**config.mk**
```make
export PLATFORM = sky130hd
export DESIGN_NAME = uart_stream_bridge_flat
export DESIGN_NICKNAME = d
export VERILOG_FILES = /design/src/rtl/uart_stream_bridge_if.sv /design/src/rtl/uart_stream_bridge.sv /design/src/flat_wrapper.sv
export SDC_FILE = /design/constraint.sdc
export NUM_CORES = 1
export LEC_CHECK = 0
export ABC_AREA = 1
export ABC_CLOCK_PERIOD_IN_PS = 8100
export BUFFER_PORTS_ARGS = -buffer_cell sky130_fd_sc_hd__buf_2
export CORE_ASPECT_RATIO = 0.75
export CORE_MARGIN = 2
export CORE_UTILIZATION = 50
export CTS_BUF_LIST = sky130_fd_sc_hd__clkbuf_8 sky130_fd_sc_hd__clkbuf_16
export CTS_CLUSTER_DIAMETER = 150
export DETAILED_ROUTE_END_ITERATION = 8
export GPL_TIMING_DRIVEN = 0
export PLACE_DENSITY = 0.77
export REMOVE_ABC_BUFFERS = 1
export SYNTH_ARGS = -nofsm -noshare
export SYNTH_HDL_FRONTEND = slang
export SYNTH_SLANG_ARGS = --single-unit
```
**constraint.sdc**
```tcl
create_clock -name clk -period 8.1 [get_ports clk]
set_input_delay 1.215 -clock clk [delete_from_list [all_inputs] [get_ports clk]]
set_output_delay 1.215 -clock clk [all_outputs]
set_load 0.03 [all_outputs]
```
**src/rtl/uart_stream_bridge_if.sv**
```systemverilog
// ============================================================================
// Module  : uart_stream_bridge_if
// Brief   : AXI-stream style valid/ready byte channel used by the UART bridge.
// Revision: 1.0
// ============================================================================
`default_nettype none

interface uart_stream_bridge_if #(
  parameter int DATA_WIDTH = 8
);
  logic [DATA_WIDTH-1:0] tdata;
  logic                  tvalid;
  logic                  tready;

  modport master (output tdata, output tvalid, input tready);
  modport slave  (input tdata, input tvalid, output tready);
endinterface

`default_nettype wire

```
**src/rtl/uart_stream_bridge.sv**
```systemverilog
// ============================================================================
// Module  : uart_stream_bridge
// Brief   : Full-duplex UART <-> AXI-stream bridge, runtime baud/parity/stop.
//           Define UART_BRIDGE_RX_FIFO_EN for a FIFO_DEPTH-entry RX FIFO.
// Revision: 1.0
// ============================================================================
`default_nettype none

module uart_stream_bridge #(
  parameter int DATA_WIDTH = 8,
  parameter int CLK_BITS   = 16,
  parameter int FIFO_DEPTH = 8
) (
  input  wire logic                clk,
  input  wire logic                rst,
  input  wire logic [CLK_BITS-1:0] clk_per_bit,
  input  wire logic [1:0]          parity_mode,
  input  wire logic                stop2,
  uart_stream_bridge_if.slave      s_axis,
  uart_stream_bridge_if.master     m_axis,
  output logic                     rx_frame_err,
  output logic                     rx_parity_err,
  output logic                     rx_overrun,
  output logic                     tx_busy,
  input  wire logic                uart_rx,
  output logic                     uart_tx
);

  if (DATA_WIDTH < 5 || DATA_WIDTH > 9) begin : g_bad_width
    $error("uart_stream_bridge: DATA_WIDTH must be 5..9");
  end
  if (FIFO_DEPTH < 2 || (FIFO_DEPTH & (FIFO_DEPTH - 1)) != 0) begin : g_bad_depth
    $error("uart_stream_bridge: FIFO_DEPTH must be a power of 2 >= 2");
  end

  localparam logic [CLK_BITS-1:0] CPB_MIN = CLK_BITS'(4);
  localparam logic [CLK_BITS-1:0] CPB_ONE = CLK_BITS'(1);
  localparam logic [3:0]          LAST_IDX = 4'(DATA_WIDTH - 1);

  localparam logic [2:0] TX_IDLE = 3'd0, TX_START = 3'd1, TX_DATA = 3'd2,
                         TX_PAR  = 3'd3, TX_STOP  = 3'd4;
  localparam logic [2:0] RX_IDLE = 3'd0, RX_START = 3'd1, RX_DATA = 3'd2,
                         RX_PAR  = 3'd3, RX_STOP  = 3'd4, RX_BRK   = 3'd5;

  logic [CLK_BITS-1:0] cpb_eff;
  logic                par_en;
  assign cpb_eff = (clk_per_bit < CPB_MIN) ? CPB_MIN : clk_per_bit;
  assign par_en  = (parity_mode == 2'b01) || (parity_mode == 2'b10);

  // ---------------- TX ----------------
  logic [2:0]            tx_state;
  logic [CLK_BITS-1:0]   tx_cpb, tx_cnt;
  logic [DATA_WIDTH-1:0] tx_shift;
  logic [3:0]            tx_idx;
  logic                  tx_par, tx_par_en, tx_stop2, tx_stop_second, tx_alive;

  assign s_axis.tready = tx_alive && (tx_state == TX_IDLE);
  assign tx_busy       = (tx_state != TX_IDLE);

  always_ff @(posedge clk or posedge rst) begin
    if (rst) begin
      tx_state       <= TX_IDLE;
      tx_cpb         <= CPB_MIN;
      tx_cnt         <= '0;
      tx_shift       <= '0;
      tx_idx         <= '0;
      tx_par         <= 1'b0;
      tx_par_en      <= 1'b0;
      tx_stop2       <= 1'b0;
      tx_stop_second <= 1'b0;
      tx_alive       <= 1'b0;
      uart_tx        <= 1'b1;
    end else begin
      tx_alive <= 1'b1;
      if (tx_state == TX_IDLE) begin
        if (s_axis.tvalid && s_axis.tready) begin
          tx_shift  <= s_axis.tdata;
          tx_par    <= (^s_axis.tdata) ^ parity_mode[1];
          tx_par_en <= par_en;
          tx_stop2  <= stop2;
          tx_cpb    <= cpb_eff;
          tx_cnt    <= cpb_eff - CPB_ONE;
          uart_tx   <= 1'b0;
          tx_state  <= TX_START;
        end
      end else if (tx_cnt != '0) begin
        tx_cnt <= tx_cnt - CPB_ONE;
      end else begin
        tx_cnt <= tx_cpb - CPB_ONE;
        case (tx_state)
          TX_START: begin
            uart_tx  <= tx_shift[0];
            tx_shift <= tx_shift >> 1;
            tx_idx   <= '0;
            tx_state <= TX_DATA;
          end
          TX_DATA: begin
            if (tx_idx == LAST_IDX) begin
              tx_stop_second <= 1'b0;
              uart_tx        <= tx_par_en ? tx_par : 1'b1;
              tx_state       <= tx_par_en ? TX_PAR : TX_STOP;
            end else begin
              uart_tx  <= tx_shift[0];
              tx_shift <= tx_shift >> 1;
              tx_idx   <= tx_idx + 4'd1;
            end
          end
          TX_PAR: begin
            uart_tx  <= 1'b1;
            tx_state <= TX_STOP;
          end
          TX_STOP: begin
            if (tx_stop2 && !tx_stop_second) tx_stop_second <= 1'b1;
            else                             tx_state       <= TX_IDLE;
          end
          default: tx_state <= TX_IDLE;
        endcase
      end
    end
  end

  // ---------------- RX ----------------
  logic [2:0]            rx_state;
  logic                  rx_s1, rx_s2, rx_s3;
  logic [CLK_BITS-1:0]   rx_cpb, rx_cnt;
  logic [DATA_WIDTH-1:0] rx_shift;
  logic [3:0]            rx_idx;
  logic                  rx_par_en, rx_par_odd, rx_par_bad;
  logic                  rx_push, rx_pop;

  assign rx_push = (rx_state == RX_STOP) && (rx_cnt == '0) && rx_s2 && !rx_par_bad;
  assign rx_pop  = m_axis.tvalid && m_axis.tready;

  always_ff @(posedge clk or posedge rst) begin
    if (rst) begin
      rx_state      <= RX_IDLE;
      rx_s1         <= 1'b1;
      rx_s2         <= 1'b1;
      rx_s3         <= 1'b1;
      rx_cpb        <= CPB_MIN;
      rx_cnt        <= '0;
      rx_shift      <= '0;
      rx_idx        <= '0;
      rx_par_en     <= 1'b0;
      rx_par_odd    <= 1'b0;
      rx_par_bad    <= 1'b0;
      rx_frame_err  <= 1'b0;
      rx_parity_err <= 1'b0;
    end else begin
      rx_s1         <= uart_rx;
      rx_s2         <= rx_s1;
      rx_s3         <= rx_s2;
      rx_frame_err  <= 1'b0;
      rx_parity_err <= 1'b0;
      if (rx_state == RX_IDLE) begin
        if (!rx_s2 && rx_s3) begin
          rx_cpb     <= cpb_eff;
          rx_cnt     <= (cpb_eff >> 1) - CPB_ONE;
          rx_par_en  <= par_en;
          rx_par_odd <= parity_mode[1];
          rx_par_bad <= 1'b0;
          rx_state   <= RX_START;
        end
      end else if (rx_state == RX_BRK) begin
        if (rx_s2) rx_state <= RX_IDLE;
      end else if (rx_cnt != '0) begin
        rx_cnt <= rx_cnt - CPB_ONE;
      end else begin
        rx_cnt <= rx_cpb - CPB_ONE;
        case (rx_state)
          RX_START: begin
            rx_idx   <= '0;
            rx_state <= rx_s2 ? RX_IDLE : RX_DATA;
          end
          RX_DATA: begin
            rx_shift <= {rx_s2, rx_shift[DATA_WIDTH-1:1]};
            if (rx_idx == LAST_IDX) rx_state <= rx_par_en ? RX_PAR : RX_STOP;
            else                    rx_idx   <= rx_idx + 4'd1;
          end
          RX_PAR: begin
            // Even: data^parity must be 0; odd: must be 1.
            if ((^rx_shift) ^ rx_s2 ^ rx_par_odd) begin
              rx_par_bad    <= 1'b1;
              rx_parity_err <= 1'b1;
            end
            rx_state <= RX_STOP;
          end
          RX_STOP: begin
            if (!rx_s2) begin
              rx_frame_err <= 1'b1;
              rx_state     <= RX_BRK;
            end else begin
              rx_state <= RX_IDLE;
            end
          end
          default: rx_state <= RX_IDLE;
        endcase
      end
    end
  end

  // ---------------- RX buffer ----------------
`ifdef UART_BRIDGE_RX_FIFO_EN
  localparam int               AW       = $clog2(FIFO_DEPTH);
  localparam logic [AW:0]      FULL_CNT = (AW + 1)'(FIFO_DEPTH);
  localparam logic [AW:0]      CNT_ONE  = (AW + 1)'(1);
  localparam logic [AW-1:0]    PTR_ONE  = AW'(1);

  logic [DATA_WIDTH-1:0] fifo_mem [FIFO_DEPTH];
  logic [AW-1:0]         wr_ptr, rd_ptr;
  logic [AW:0]           count;
  logic                  full, wr_ok;

  assign full  = (count == FULL_CNT);
  assign wr_ok = rx_push && (!full || rx_pop);

  always_ff @(posedge clk) begin
    if (wr_ok) fifo_mem[wr_ptr] <= rx_shift;
  end

  always_ff @(posedge clk or posedge rst) begin
    if (rst) begin
      wr_ptr     <= '0;
      rd_ptr     <= '0;
      count      <= '0;
      rx_overrun <= 1'b0;
    end else begin
      rx_overrun <= rx_push && full && !rx_pop;
      if (wr_ok)  wr_ptr <= wr_ptr + PTR_ONE;
      if (rx_pop) rd_ptr <= rd_ptr + PTR_ONE;
      case ({wr_ok, rx_pop})
        2'b10:   count <= count + CNT_ONE;
        2'b01:   count <= count - CNT_ONE;
        default: count <= count;
      endcase
    end
  end

  assign m_axis.tvalid = (count != '0);
  assign m_axis.tdata  = m_axis.tvalid ? fifo_mem[rd_ptr] : '0;
`else
  logic [DATA_WIDTH-1:0] hold_data;
  logic                  hold_full;

  always_ff @(posedge clk or posedge rst) begin
    if (rst) begin
      hold_data  <= '0;
      hold_full  <= 1'b0;
      rx_overrun <= 1'b0;
    end else begin
      rx_overrun <= rx_push && hold_full && !rx_pop;
      if (rx_push && (!hold_full || rx_pop)) begin
        hold_data <= rx_shift;
        hold_full <= 1'b1;
      end else if (rx_pop) begin
        hold_full <= 1'b0;
      end
    end
  end

  assign m_axis.tvalid = hold_full;
  assign m_axis.tdata  = hold_data;
`endif

endmodule

`default_nettype wire

```
**src/flat_wrapper.sv**
```systemverilog
// flat-port wrapper written by rule: the top's interface ports become plain ports
module uart_stream_bridge_flat 
#(
  parameter int DATA_WIDTH = 8,
  parameter int CLK_BITS   = 16,
  parameter int FIFO_DEPTH = 8
)
  (clk, rst, clk_per_bit, parity_mode, stop2, rx_frame_err, rx_parity_err, rx_overrun, tx_busy, uart_rx, uart_tx, s_axis_tdata, s_axis_tvalid, s_axis_tready, m_axis_tdata, m_axis_tvalid, m_axis_tready);
  uart_stream_bridge_if #(.DATA_WIDTH(DATA_WIDTH)) s_axis_i ();
  uart_stream_bridge_if #(.DATA_WIDTH(DATA_WIDTH)) m_axis_i ();
  input  wire logic clk;
  input  wire logic rst;
  input  wire logic [CLK_BITS-1:0] clk_per_bit;
  input  wire logic [1:0] parity_mode;
  input  wire logic stop2;
  output logic rx_frame_err;
  output logic rx_parity_err;
  output logic rx_overrun;
  output logic tx_busy;
  input  wire logic uart_rx;
  output logic uart_tx;
  input wire logic [$bits(s_axis_i.tdata)-1:0] s_axis_tdata;
  input wire logic [$bits(s_axis_i.tvalid)-1:0] s_axis_tvalid;
  output wire logic [$bits(s_axis_i.tready)-1:0] s_axis_tready;
  output wire logic [$bits(m_axis_i.tdata)-1:0] m_axis_tdata;
  output wire logic [$bits(m_axis_i.tvalid)-1:0] m_axis_tvalid;
  input wire logic [$bits(m_axis_i.tready)-1:0] m_axis_tready;
  assign s_axis_i.tdata = s_axis_tdata;
  assign s_axis_i.tvalid = s_axis_tvalid;
  assign s_axis_tready = s_axis_i.tready;
  assign m_axis_tdata = m_axis_i.tdata;
  assign m_axis_tvalid = m_axis_i.tvalid;
  assign m_axis_i.tready = m_axis_tready;
  uart_stream_bridge #(.DATA_WIDTH(DATA_WIDTH), .CLK_BITS(CLK_BITS), .FIFO_DEPTH(FIFO_DEPTH)) u_core (.clk(clk), .rst(rst), .clk_per_bit(clk_per_bit), .parity_mode(parity_mode), .stop2(stop2), .s_axis(s_axis_i), .m_axis(m_axis_i), .rx_frame_err(rx_frame_err), .rx_parity_err(rx_parity_err), .rx_overrun(rx_overrun), .tx_busy(tx_busy), .uart_rx(uart_rx), .uart_tx(uart_tx));
endmodule
```
==> results of run 1 <==
through the flow:
stage	instance area, um^2	cells	hold slack, ns
floorplan	6543	854	0.3452
global placement	6987	1071	0.3471
detailed placement	7019	1072	0.3472
CTS	7666	1104	0.3509
global route	7666	1104	0.3535
finish	7666	1104	0.3528
area by class of cell:
type                       instances  area [um^2]  share of cell area
tap                              171        214.0             0.02791
clock buffer                      18        439.2             0.05729
multi-input combinational        638         3209              0.4186
timing repair buffer              47        257.7             0.03362
inverter                          98        377.9             0.04929
sequential                       118         2960              0.3862
clock inverter                    14        207.7             0.02709
routing by layer:
metal  global-route usage  wire length, um
met5                    0                0
met2               0.3455             6939
met3              0.05604              963
met4              0.06195              176
met1               0.3466             7649
state kept, by name, summed over array words and instances (netlist names), 3 cells and up:
signal               cells
u_core.rx_idx            4
u_core.m_axis.tdata      8
u_core.rx_state          3
u_core.tx_shift          8
u_core.rx_cpb           16
u_core.tx_cpb           16
u_core.rx_cnt           16
u_core.tx_idx            4
u_core.tx_cnt           16
u_core.tx_state          3
u_core.rx_shift          8
logic make-up (layout without fill, tap and decap cells):
| logic type | Yosys count | after routing | share of synthesized area |
|---|---|---|---|
| flip-flops | 118 | 118 | 0.4406 |
| multiplexers | 3 | 3 | 0.005028 |
| other | 1 | 1 | 0.0005581 |
| adder cells (fa/ha/maj) | 4 | 4 | 0.007449 |
| AND/OR/NAND/NOR | 484 | 484 | 0.3339 |
| XOR/XNOR | 24 | 24 | 0.03128 |
| AO/OA/AOI/OAI | 122 | 122 | 0.09944 |
| buffers and inverters | 125 | 177 | 0.08175 |
cells in the final DEF (no fill, tap or decap), types with 14 or more instances in the layout:
master     count
clkbuf_16     17
o21ai_0       69
buf_2         46
o21ai_1       19
nand2_1      252
xnor2_1       14
nand3_1       75
nor2_1        85
dfrtp_1      112
inv_1         85
power breakdown:
group          switching, mW  internal, mW  leakage, nW
clock                  0.278         0.551        0.321
combinational          0.903         0.425         1.93
sequential             0.146         0.807         1.49
worst max path at each step:
stage / start / end / cells past startpoint
2_1_floorplan: rst / u_core.m_axis.tdata[0]$_DFFE_PP0P_ / 1
3_3_place_gp: rst / u_core.tx_cpb[11]$_DFFE_PP0P_ / 2
3_5_place_dp: clk_per_bit[13] / u_core.tx_cnt[14]$_DFFE_PP0N_ / 16
4_1_cts: clk_per_bit[13] / u_core.tx_cnt[14]$_DFFE_PP0N_ / 16
5_1_grt: clk_per_bit[9] / u_core.tx_cnt[14]$_DFFE_PP0N_ / 16
6_report: clk_per_bit[9] / u_core.tx_cnt[12]$_DFFE_PP0N_ / 16
cell usage after synthesis, types with 3 or more instances:
library cell and number:
nand3b_1 7, nand3_1 75, ha_1 4, o21ai_0 69, o21a_1 3, clkbuf_1 9
xnor2_1 14, dfrtp_1 112, o211ai_1 9, a31oi_1 4, inv_1 85, xor2_1 10
nor3_1 5, nand4_1 11, buf_2 9, nor2_1 85, a21oi_1 10, dfstp_2 6
o21ai_1 19, buf_6 6, nand2_1 252, inv_2 10, nand3_2 10, nor2_4 12
nor2_2 9, nand2_2 6
==> summary.md, run 1 <==
| Metric | Value |
|---|---|
| Hold buffer count at CTS | 0 |
| CP max stage cell | nor2_2 |
| Reg2Reg Depth | 15 |
| Avg WL per Cell | 14.25 um |
| Number of global-route vias before repair | 5,523 |
| Worst setup margin | 4.890 ns |
| Worst Hold End | u_core.rx_s2$_DFF_PP1_ |
| Clk slew on worst S/H paths | 0.06 ns |
| Share of cells above drive strength 1 | 0.1565 |
| Antenna violations before repair | 0 |
| Final Setup Violations | 0 |
| # diodes | 0 |
| CTS resizes | 0 |
| Worst-path fanout max | 5 |
| Endpoints failing hold | 0 |
| Hpwl dp | 10.75 mm |
| Hold path cells | 0 |
| Die Area | 14,390 um^2 |
| Critical Path AT | 3.51 ns |
| Synth area leaders | dfrtp_1 (42%), nand2_1 (14%), nand3_1 (5.6%), o21ai_0 (5.1%), inv_1 (4.7%) |
| RSZ-0062 raised after global routing | false |
| Skew final | 0.006037 ns |
| Die X | 137.9 um |
| CP max stage delay | 0.25 ns |
| Routed Wire Length | 15.73 mm |
| RR Startpoint | u_core.tx_cnt[9]$_DFFE_PP0N_ |
| Yosys top cell by area | dfrtp_1 |
| Max Buffers Root-to-Sink | 2 |
| Max_cap viols | 0 |
| Tmin final | 3.210 ns |
| GRT Total Usage | 0.2352 |
| Slew @ Worst Pin | 0.8947 ns |
| Slew HR | 0.4029 |
| Post-synth top area share | 0.4171 |
| Worst path required time | 8.40 ns |
| R2R Setup Slk | 4.96 ns |
| Setup bufs post-CTS | 0 |
| Global route overflow | 0 |
| Row Count | 36 |
| Max Freq | 311.6 MHz |
| CP Capture Type | register |
| Pleak | 3.737 nW |
| Crit path kind | input port to register |
| Tot Pwr | 3.111 mW |
| Clk_lat worst skew | 0.42 ns |
| CTS tree | done |
| Nets | 956 |
| Die H | 104.4 um |
| Routed vias | 5,880 |
| Asr flop ratio synth | 1.000 |
| Synthesis Warnings | 0 |
| #FFs+latches synth | 118 |
| Clk sinks | 118 |
| Final worst-path cycle share | 0.3963 |
| Drt via density | 5.326 |
| Top_reg_cell synth | dfrtp_1 |
| Worst VDD drop | 0.2376 mV |
| Top Family by Delay on Critical Path | simple AND/OR/NAND/NOR gates |
| Drt first-iter violations | 483 |
| Setup TNS Final | 0 ns |
| Clk root buf | clkbuf_16 |
| Fillers | 1,158 |
| Final core occ | 0.5869 |
| Largest net degree at the start of global routing | 72 |
| Drt drc | 0 |
| Initial core utilization | 0.5144 |
| Distinct cells, synth | 49 |
| Synthesized area | 6719 um^2 |
| CP startpoint kind | input port |
| CTS H-tree depth | 4 |
| CORE AREA | 13,060 um^2 |
| Mapped Avg Cell Area | 7.626 um^2 |
| GPL Wtd Cong | 0.8883 |
| Post-Synthesis Cells | 881 |
| Pwr per Cell Area | 405.8 nW/um^2 |
| Place WS | 4.495 ns |
| Outcome | complete, no violations |
| I/O pins | 47 |
| Worst Hold Launch | u_core.rx_s1$_DFF_PP1_ |
| Hold Path Class | register to register |
| CTS Buf Count | 17 |
| Crit-path cells | buf_2 -> nor2_1 -> nand2_1 -> nor2_1 -> nand2_1 -> nand2_1 -> nor2_1 -> nor2_2 -> ha_1 -> nand3_1 -> nor2_1 -> nand2_2 -> nor2_4 -> nand3_1 -> nand3_1 -> nand2_1 |
| Number of synthesized flops with an enable pin | 0 |
| First-pass GRT wire length | 26.85 mm |
| Port bufs | 46 |
| TritonRoute pass-1 iters | 5 |
| Slew Limit Fails | 0 |
| Final ANT Viol Nets | 0 |
| CP Buf/Inv Count | 1 |
| Reg-to-Reg End | u_core.tx_cnt[12]$_DFFE_PP0N_ |
| Area grow syn2layout | 14.10% |
| Sequential area share after synthesis | 0.4406 |
(Power assumes the default switching activity.)
==> run 2, diff against run 1 <==
--- a/config.mk
+++ b/config.mk
@@ -6,7 +6,7 @@
 export NUM_CORES = 1
 export LEC_CHECK = 0
 export ABC_AREA = 1
-export ABC_CLOCK_PERIOD_IN_PS = 8100
+export ABC_CLOCK_PERIOD_IN_PS = 2600
 export BUFFER_PORTS_ARGS = -buffer_cell sky130_fd_sc_hd__buf_2
 export CORE_ASPECT_RATIO = 0.75
 export CORE_MARGIN = 2
@@ -15,7 +15,7 @@
 export CTS_CLUSTER_DIAMETER = 150
 export DETAILED_ROUTE_END_ITERATION = 8
 export GPL_TIMING_DRIVEN = 0
-export PLACE_DENSITY = 0.77
+export PLACE_DENSITY = 0.8
 export REMOVE_ABC_BUFFERS = 1
 export SYNTH_ARGS = -nofsm -noshare
 export SYNTH_HDL_FRONTEND = slang
==> constraint.sdc (replaced) <==
create_clock -name clk -period 2.6 [get_ports clk]
set_input_delay 0.39 -clock clk [delete_from_list [all_inputs] [get_ports clk]]
set_output_delay 0.39 -clock clk [all_outputs]
set_load 0.03 [all_outputs]
==> summary.md, run 2 (synthesis gave the netlist of run 1 again) <==
| Metric | Value |
|---|---|
| CORE AREA | 13,060 um^2 (unchanged) |
| Commonest non-fill, non-tap cells in the layout | nand2_1 (250), dfrtp_1 (112), nor2_1 (84), inv_1 (84), nand3_1 (75) (was nand2_1 (252), dfrtp_1 (112), nor2_1 (85), inv_1 (85), nand3_1 (75)) |
| Clk sinks | 118 (unchanged) |
| Max Freq | 416.5 MHz |
| CP Buf/Inv Count | 0 (was 1) |
| Cell area after layout | 7725 um^2 (was 7666 um^2) |
| Worst-path fanout max | 47 (was 5) |
| Commonest non-fill, non-tap cell in the layout | nand2_1 (unchanged) |
| CP max stage delay | 0.42 ns (was 0.25 ns) |
| Slew HR | 0.4206 (was 0.4029) |
| TritonRoute pass-1 iters | 5 (unchanged) |
| Skew final | 0.006872 ns (was 0.006037 ns) |
| Final worst-path cycle share | 0.9235 |
| Area after DPL | 7019 um^2 (unchanged) |
| Nets | 960 (was 956) |
| Slew Limit Fails | 0 (unchanged) |
| Row Count | 36 (unchanged) |
| Die Area | 14,390 um^2 (unchanged) |
| Worst path required time | 2.90 ns (was 8.40 ns) |
| Clk slew on worst S/H paths | 0.05 ns (was 0.06 ns) |
| GPL Wtd Cong | 0.9096 (was 0.8883) |
| Largest net degree at the start of global routing | 92 (was 72) |
| Drt drc | 0 (unchanged) |
| Routed Wire Length | 16.22 mm (was 15.73 mm) |
| # diodes | 0 (unchanged) |
| Antenna violations before repair | 0 (unchanged) |
| Pleak | 3.746 nW (was 3.737 nW) |
| Area grow syn2layout | 14.97% (was 14.10%) |
| Number of global-route vias before repair | 5,463 (was 5,523) |
| Crit path kind | register to register (was input port to register) |
| Top Family by Delay on Critical Path | simple AND/OR/NAND/NOR gates (unchanged) |
| CTS Buf Count | 17 (unchanged) |
| CP max stage cell | dfrtp_1 (was nor2_2) |
| GRT Total Usage | 0.2358 (was 0.2352) |
| Pwr per Cell Area | 1246 nW/um^2 (was 405.8 nW/um^2) |
| Slew @ Worst Pin | 0.8682 ns (was 0.8947 ns) |
| Endpoints failing hold | 0 (unchanged) |
| Final ANT Viol Nets | 0 (unchanged) |
| Tmin final | 2.401 ns |
| Global route overflow | 0 (unchanged) |
| Drt first-iter violations | 482 (was 483) |
| CP Capture Type | register (unchanged) |
| I/O pins | 47 (unchanged) |
| Share of cells above drive strength 1 | 0.1654 (was 0.1565) |
| Final core occ | 0.5914 (was 0.5869) |
| CTS H-tree depth | 4 (unchanged) |
| Hold Path Class | input port to register (was register to register) |
| Worst VDD drop | 0.7508 mV (was 0.2376 mV) |
| Port bufs | 46 (unchanged) |
| R2R Setup Slk | 0.20 ns (was 4.96 ns) |
| Routed vias | 5,947 (was 5,880) |
| CP startpoint kind | register (was input port) |
| Hpwl dp | 10.77 mm (was 10.75 mm) |
| Outcome | complete, no violations (unchanged) |
| Clk root buf | clkbuf_16 (unchanged) |
| Final Setup Violations | 0 (unchanged) |
| Crit-path cells | nor2_4 -> nand2_8 -> nand4_1 -> nand2_1 -> nor2_4 -> ha_1 -> nand3_1 -> nor2_2 -> nand2_2 -> nor2_4 -> nand3_1 -> nand3_1 -> nand2_1 (was buf_2 -> nor2_1 -> nand2_1 -> nor2_1 -> nand2_1 -> nand2_1 -> nor2_1 -> nor2_2 -> ha_1 -> nand3_1 -> nor2_1 -> nand2_2 -> nor2_4 -> nand3_1 -> nand3_1 -> nand2_1) |
| Die H | 104.4 um (unchanged) |
| Max Buffers Root-to-Sink | 2 (unchanged) |
| Max_cap viols | 0 (unchanged) |
| CTS tree | done (unchanged) |
| Fillers | 1,166 (was 1,158) |
| Critical Path AT | 2.70 ns (was 3.51 ns) |
| Tot Pwr | 9.626 mW (was 3.111 mW) |
| Initial core utilization | 0.5144 (unchanged) |
| Avg WL per Cell | 14.64 um (was 14.25 um) |
| First-pass GRT wire length | 26.68 mm (was 26.85 mm) |
| Die X | 137.9 um (unchanged) |
| Drt via density | 5.367 (was 5.326) |
| Clk_lat worst skew | 0.41 ns (was 0.42 ns) |
==> run 2: cell count changes in the layout (fill, tap and decap cells not counted), sizes merged <==
| cell | delta |
|---|---|
| bufinv | -3 |
| clkbuf | +3 |
| buf | +2 |
| clkinvlp | +2 |
| clkinv | -1 |
| dlygate4sd3 | +1 |
| inv | -1 |
| nor2 | +1 |
==> run 2: path summary, 6_finish.rpt <==
path / start / endpoint / cells after the start
min in group asynchronous: rst / u_core.rx_state[2]$_DFFE_PP0P_ / 3
min reg2reg: u_core.rx_s1$_DFF_PP1_ / u_core.rx_s2$_DFF_PP1_ / 0
max: u_core.tx_state[2]$_DFFE_PP0P_ / u_core.tx_cnt[12]$_DFFE_PP0N_ / 13
max in group asynchronous: rst / u_core.tx_cpb[2]$_DFFE_PP1P_ / 4
max reg2reg: u_core.tx_state[2]$_DFFE_PP0P_ / u_core.tx_cnt[12]$_DFFE_PP0N_ / 13
min: uart_rx / u_core.rx_s1$_DFF_PP1_ / 1
==> run 2: power breakdown <==
group	switching (mW)	internal, mW	total (mW)	leakage, nW
combinational	2.92	1.37	4.29	1.97
clock	0.861	1.51	2.37	0.291
sequential	0.455	2.51	2.97	1.49
==> run 2: area by class of cell <==
type / instances / area, um^2 / share of cell area
Clock inverter: 11 / 123.9 / 0.01604
Multi-Input combinational cell: 639 / 3277 / 0.4242
Clock buffer: 21 / 480.5 / 0.06220
Tap cell: 171 / 214.0 / 0.02770
Timing Repair Buffer: 50 / 282.8 / 0.03661
Sequential cell: 118 / 2960 / 0.3832
Inverter: 98 / 386.6 / 0.05005
==> run 2: metal layers <==
layer | wire length [um] | global-route usage | part of all wire
met1 | 7515 | 0.3388 | 0.46
met3 | 1144 | 0.04776 | 0.071
met4 | 247 | 0.07507 | 0.015
met5 | 0 | 0 | 0
met2 | 7309 | 0.3568 | 0.45
==> run 2: worst register-to-register path, stage by stage, from the launching register on <==
cell     delay (ns)
dfrtp_1        0.42
nor2_4         0.23
nand2_8        0.23
nand4_1        0.20
nand2_1        0.10
nor2_4         0.14
ha_1           0.19
nand3_1        0.11
nor2_2         0.16
nand2_2        0.11
nor2_4         0.14
nand3_1        0.08
nand3_1        0.09
nand2_1        0.07
==> run 2: metrics by stage <==
step	instances	hold slack (ns)	worst slack [ns]	setup TNS, ns
floorplan	854	0.3452	-0.9092	-102.29
global placement	1071	0.3468	-2.295	-269.53
detailed placement	1072	0.3472	-0.4466	-7.373
CTS	1107	0.06937	0.04038	0
global route	1108	0.06803	-0.006351	-0.006351
finish	1108	0.07847	0.1990	0
==> run 2: timing repair <==
action / in CTS / in global routing
cloned: 0 / 1
setup buffers: 2 / 0
endpoints found under the setup margin: 28 / 44
hold buffers: 1 / 0
hold endpoints to repair: 27 / 0
pin swaps: 2 / 2
gates resized for setup: 6 / 10
